===== src/rtl/cam_fb_writer.sv =====
// Grabs one whole camera frame per arm request and writes it as RGB332 into the frame buffer.
// Write strobe one cycle after pixel acceptance. Define CAM_FB_DOUBLE_BUF_EN for ping-pong banks.
module cam_fb_writer #(
  parameter int H_RES  = 160,
  parameter int V_RES  = 120,
  parameter int ADDR_W = 15
) (
  input  logic              p_clock,
  input  logic              rst,
  input  logic              arm,
  input  logic [23:0]       pixel_data,
  input  logic              pixel_valid,
  input  logic              frame_done,
  output logic              mem_we,
  output logic [ADDR_W-1:0] mem_addr,
  output logic [7:0]        mem_wdata,
  output logic              busy,
  output logic              done,
  output logic              overflow,
  output logic [ADDR_W:0]   pix_count
`ifdef CAM_FB_DOUBLE_BUF_EN
  ,
  output logic              fb_bank
`endif
);

  localparam int FRAME = H_RES * V_RES;
  localparam logic [ADDR_W:0] FRAME_N = (ADDR_W + 1)'(FRAME);

  typedef enum logic [1:0] {IDLE, ARMED, CAPTURE, DONE} state_t;

  state_t            state_q, state_d;
  logic              fd_q;
  logic              fd_rise;
  logic [ADDR_W:0]   idx_q, idx_d;
  logic [ADDR_W:0]   cnt_d;
  logic              ovf_d;
  logic              we_d;
  logic [ADDR_W-1:0] addr_d;
  logic [7:0]        wdata_d;
  logic [ADDR_W:0]   addr_full;
  logic [7:0]        packed_px;
  logic              unused_bits;
`ifdef CAM_FB_DOUBLE_BUF_EN
  logic              bank_d;
`endif

  assign fd_rise   = frame_done & ~fd_q;
  assign packed_px = {pixel_data[7:5], pixel_data[15:13], pixel_data[23:22]};
  assign busy      = (state_q == ARMED) || (state_q == CAPTURE);
  assign done      = (state_q == DONE);

`ifdef CAM_FB_DOUBLE_BUF_EN
  // Capture always fills the bank that is not being displayed.
  assign addr_full = (fb_bank ? '0 : FRAME_N) + idx_q;
`else
  assign addr_full = idx_q;
`endif

  assign unused_bits = ^{pixel_data[4:0], pixel_data[12:8], pixel_data[21:16], addr_full[ADDR_W]};

  always_comb begin
    state_d = state_q;
    idx_d   = idx_q;
    cnt_d   = pix_count;
    ovf_d   = overflow;
    we_d    = 1'b0;
    addr_d  = mem_addr;
    wdata_d = mem_wdata;
`ifdef CAM_FB_DOUBLE_BUF_EN
    bank_d  = fb_bank;
`endif
    case (state_q)
      IDLE, DONE: begin
        if (arm) begin
          cnt_d   = '0;
          ovf_d   = 1'b0;
          state_d = ARMED;
        end
      end
      ARMED: begin
        // Wait for a frame boundary so a partial frame is never stored.
        if (fd_rise) begin
          idx_d   = '0;
          state_d = CAPTURE;
        end
      end
      CAPTURE: begin
        if (pixel_valid) begin
          if (idx_q < FRAME_N) begin
            we_d    = 1'b1;
            addr_d  = addr_full[ADDR_W-1:0];
            wdata_d = packed_px;
            idx_d   = idx_q + 1'b1;
            cnt_d   = pix_count + 1'b1;
          end else begin
            ovf_d = 1'b1;
          end
        end
        if (fd_rise) begin
          state_d = DONE;
`ifdef CAM_FB_DOUBLE_BUF_EN
          if (cnt_d == FRAME_N) bank_d = ~fb_bank;
`endif
        end
      end
      default: state_d = IDLE;
    endcase
  end

  always_ff @(posedge p_clock) begin
    if (rst) begin
      state_q   <= IDLE;
      fd_q      <= 1'b0;
      idx_q     <= '0;
      pix_count <= '0;
      overflow  <= 1'b0;
      mem_we    <= 1'b0;
      mem_addr  <= '0;
      mem_wdata <= '0;
`ifdef CAM_FB_DOUBLE_BUF_EN
      fb_bank   <= 1'b0;
`endif
    end else begin
      state_q   <= state_d;
      fd_q      <= frame_done;
      idx_q     <= idx_d;
      pix_count <= cnt_d;
      overflow  <= ovf_d;
      mem_we    <= we_d;
      mem_addr  <= addr_d;
      mem_wdata <= wdata_d;
`ifdef CAM_FB_DOUBLE_BUF_EN
      fb_bank   <= bank_d;
`endif
    end
  end

endmodule


===== config.mk =====
export PLATFORM = sky130hd
export DESIGN_NAME = cam_fb_writer
export DESIGN_NICKNAME = d
export VERILOG_FILES = /design/src/rtl/cam_fb_writer.sv
export SDC_FILE = /design/constraint.sdc
export NUM_CORES = 1
export LEC_CHECK = 0
export BUFFER_PORTS_ARGS = -buffer_cell sky130_fd_sc_hd__buf_4
export CORE_ASPECT_RATIO = 1.1
export CORE_MARGIN = 2
export CORE_UTILIZATION = 30
export DETAILED_ROUTE_END_ITERATION = 6
export GPL_TIMING_DRIVEN = 0
export PLACE_DENSITY_LB_ADDON = 0.3
export SYNTH_ARGS = -nofsm -noshare
export SYNTH_HDL_FRONTEND = slang
export SYNTH_SLANG_ARGS = --single-unit
export TNS_END_PERCENT = 100

===== constraint.sdc =====
create_clock -name p_clock -period 1.9 [get_ports p_clock]
set_input_delay 0.57 -clock p_clock [delete_from_list [all_inputs] [get_ports p_clock]]
set_output_delay 0.57 -clock p_clock [all_outputs]
set_load 0.03 [all_outputs]

==> summary by stage <==
Cells and area
The area overhead of the layout relative to synthesis is 43.0%. The core occupancy in the finished layout is 0.442. The share of post-route cells with drive strength above 1 is 0.336.

The number of antenna diodes in the final layout is 0. In the layout the commonest cells are sky130_fd_sc_hd__buf_4 (82), sky130_fd_sc_hd__nand2_1 (71), sky130_fd_sc_hd__dfxtp_1 (50). The most common cell after layout, fill and taps aside is sky130_fd_sc_hd__buf_4. The number of nets in the finished design is 491.

Yosys
The most used flip-flop cell after synthesis is sky130_fd_sc_hd__dfxtp_1. The warning count from the yosys run is 0. The net count of the mapped netlist is 401.

In this run, synthesis produced a sequential element count of 60. The cell area after synthesis is 2900 µm². The fraction of registers with async set/reset is 0. For this run, the register share of the synthesized area comes to 0.414.

Each instance of the synthesized netlist takes up on average 7.93 µm². The synthesized instance count is 366. The number of distinct standard cells referenced by the synthesized netlist is 53. The count of flip-flops with a built-in enable after synthesis is 0.

Setup path
Data arrives at the worst endpoint at 2.22 ns. On the critical path, the stage with the largest delay is an instance of sky130_fd_sc_hd__dfxtp_4. The worst-case reg-to-reg path depth is 8. Grouping stages by cell kind, the critical path spends the most delay in compound AO/OA/AOI/OAI gates.

The destination of the worst register-to-register timing path is pix_count[8]. For the worst setup path, the data required time is 2.16 ns. The delay contributed by the slowest stage of the critical path is 0.38 ns. The biggest fanout along the worst timing path is 8. STA classifies the critical path endpoint as a flop. The startpoint-to-endpoint class of the critical path is flop to flop.

Together, buffers and inverters on the worst path number 2. The beginning of the worst register-to-register path is state_q[0]. STA classifies the critical path startpoint as a flop. Setup slack on the worst reg-to-reg path comes out at -0.05 ns.

Traced cell by cell, the critical path runs through inv_2, ha_4, mux2i_4, or2_4, clkbuf_16, a2111oi_4, nor2_1, a311oi_1.

CTS
The clock latency at the later pin of the worst-skew pair is 0.35 ns. No sink is reached through more buffers than the 2 on the longest clock path. Clock tree synthesis found a total of 60 sinks. The H-tree generated during clock tree synthesis spans 3 levels. Clock tree synthesis inserted a total of 9 buffers.

The root buffer selected by CTS is sky130_fd_sc_hd__clkbuf_8. The CTS tree is done. Clock-pin slew was measured on the worst setup and hold paths at 0.08 ns. The number of hold buffers added after CTS was 0.

Drt
The met1 layer wirelength in the final routing is 3.94 mm. The total wirelength of the detailed-routed design is 8.71 mm. After detailed routing, the number of remaining DRC violations is 0.

The number of iterations in the first detailed-routing pass is 4. The detail route stage leaves a number of antenna-violating nets equal to 0. After detailed routing, no signal wire sits above met4.

After the first detailed-routing iteration, the DRC count stood at 278. The sum of met2 wire segment lengths after detailed routing is 4.17 mm. After detailed routing, the average wire length per cell comes to 15.1 µm. The total via count after detailed routing is 3,027. The detail-routed via count per cell is 5.24. Summed over all nets, wire length on met3 after detailed routing comes to 410 µm.

Floorplanning
The starting utilization of the core area is 0.309. 72 I/O pins were placed. The number of cell rows is 37. The die extent in x is 97.8 µm. The vertical die dimension is 107 µm. The floorplan step defined a die boundary enclosing 10,500 µm². The core region area is 9400 µm².

STA
Setup repair after global routing could not meet its margin everywhere. The worst path in the final design needs a cycle of 1.95 ns, including I/O delays and setup. Dividing the final minimum period by the clock period gives 1.03. The max-slew violation total from the final report is 0. Between clock sinks in the finished design, the worst skew comes to 0.00898 ns. Derived from the worst setup path, the maximum achievable clock frequency is 512 MHz.

Setup total negative slack on the finished layout was measured at -0.248 ns. The final-report hold violation count is 0. The least setup slack across all paths after layout is -0.0544 ns. The number of setup violations in the final report is 7. The worst pin sits at a relative slew slack of 0.571. The transition time at the pin with the least slew margin is 0.643 ns.

Run status
The checks that failed: negative setup slack. The run finished, with violations left.

Global route
The via count of the first global-routing pass is 2,791. The first global-routing pass estimated 13.7 mm of wire. The number of antenna violations at the first check in global routing is 0. The aggregate global routing overflow is 0. The global-route total usage across every layer is 0.162. The largest net degree at the start of global routing is 13.

Power and ir drop
The leakage power of the design is 0.00152 µW. The power density over the cells is 1100 nW/µm². The highest ir drop seen on vdd is 716 µV.

Worst hold path
Along the worst hold path, the cell count comes to 2. The critical hold path startpoint is mem_wdata[2]. The class of the tightest hold or removal check is flop to flop.

For hold timing, the worst endpoint is mem_wdata[2].

Run
Across the run, the number of max-cap violations was 0.

Placed design
After legalization and detailed placement, the total HPWL measured 5.77 mm. The number of port buffers is 55. Routability-driven placement finished with a final weighted congestion of 0.828.
-- stage by stage --
step | total power, µW | hold WS, ns | instances | worst slack, ns | instance area [µm²]
finish | 4550 | 0.456 | 578 | -0.0544 | 4150
CTS | 4350 | 0.452 | 572 | -0.0618 | 3970
detailed placement | 2720 | 0.448 | 538 | -0.576 | 3500
global route | 4770 | 0.469 | 578 | -0.151 | 4150
floorplan | 2340 | 0.464 | 366 | 0.00405 | 2940
global placement | 2710 | 0.442 | 538 | -0.554 | 3500
-- metal layers --
| metal | GRT usage | vias up |
|---|---|---|
| li1 | - | 1489 |
| met1 | 0.206 | 1442 |
| met2 | 0.264 | 82 |
| met3 | 0.0280 | 14 |
| met4 | 0.0804 | 0 |
| met5 | 0 | - |
-- where the power goes --
group | internal, µW | switching [µW] | leakage, µW
logic | 843 | 1030 | 0.000917
clock network | 747 | 563 | 0.000110
registers | 1310 | 56.2 | 0.000490
total | 2900 | 1650 | 0.00152
-- timing repair --
| item | CTS | global route |
|---|---|---|
| resized for setup | 24 | 39 |
| pin swaps | 21 | 18 |
| gates cloned | 0 | 1 |
| setup endpoints to repair | 54 | 51 |
| buffers inserted | 22 | 8 |
-- tightest hold or removal path: stages (launching register included) --
cell and delay [ns]:
sky130_fd_sc_hd__dfxtp_1 0.31, sky130_fd_sc_hd__nand2_1 0.05, sky130_fd_sc_hd__a21oi_1 0.05
-- logic make-up after synthesis --
kind of cell | after synthesis | share of synthesized area
AOI/OAI and AO/OA | 93 | 0.218
adders and majority gates | 6 | 0.0259
buffers and inverters | 38 | 0.0534
DFF | 60 | 0.414
muxes | 5 | 0.0190
and+or+nand+nor | 164 | 0.270
-- synthesized netlist by cell type (all sizes together), types with 2 or more instances --
cell type / count / share of area
nor3: 4 / 0.0069
a21oi: 38 / 0.067
and2: 4 / 0.0086
o21a: 4 / 0.010
a211oi: 5 / 0.021
a22oi: 3 / 0.0078
ha: 6 / 0.026
or4: 8 / 0.021
nor4: 2 / 0.0043
nand2b: 7 / 0.015
nand3: 26 / 0.045
and4: 2 / 0.0060
mux2: 4 / 0.016
buf: 6 / 0.012
or2: 2 / 0.0043
nor2: 18 / 0.023
a41oi: 4 / 0.012
nand2: 71 / 0.092
nor2b: 3 / 0.0065
a311oi: 2 / 0.0060
a211o: 2 / 0.0091
nand4: 10 / 0.022
a22o: 4 / 0.012
and3: 3 / 0.0065
o21ai: 9 / 0.016
a31oi: 7 / 0.015
clkbuf: 18 / 0.023
o31ai: 4 / 0.010
dfxtp: 60 / 0.41
inv: 14 / 0.018
a21boi: 3 / 0.0078
nand3b: 3 / 0.0078
-- sequential cells by signal (all words and copies together) (netlist names) --
| register | flops |
|---|---|
| pix_count | 16 |
| overflow | 1 |
| addr_full | 16 |
| mem_addr | 15 |
| state_q | 2 |
| mem_wdata | 8 |
| fd_q | 1 |
| mem_we | 1 |
-- worst max path at each step --
stage / start / to / slack (ns) / depth (start not counted)
global route: state_q[0] / pix_count[8] / -0.15 / 8
CTS: addr_full[10] / pix_count[5] / -0.06 / 6
finish: state_q[0] / pix_count[8] / -0.05 / 8
global placement: state_q[1] / addr_full[0] / -0.55 / 6
detailed placement: state_q[1] / addr_full[12] / -0.58 / 7
floorplan: state_q[0] / pix_count[10] / 0.004 / 8
-- cell type report --
cell class / count / area (µm²)
Fill cell: 927 / 5250
Multi-Input combinational cell: 268 / 1740
Tap cell: 117 / 146
Clock inverter: 7 / 98.8
Buffer: 18 / 128
Clock buffer: 9 / 124
Timing Repair Buffer: 85 / 643
Inverter: 14 / 52.6
Sequential cell: 60 / 1220
Note: power is estimated with default switching activity, not from simulation.
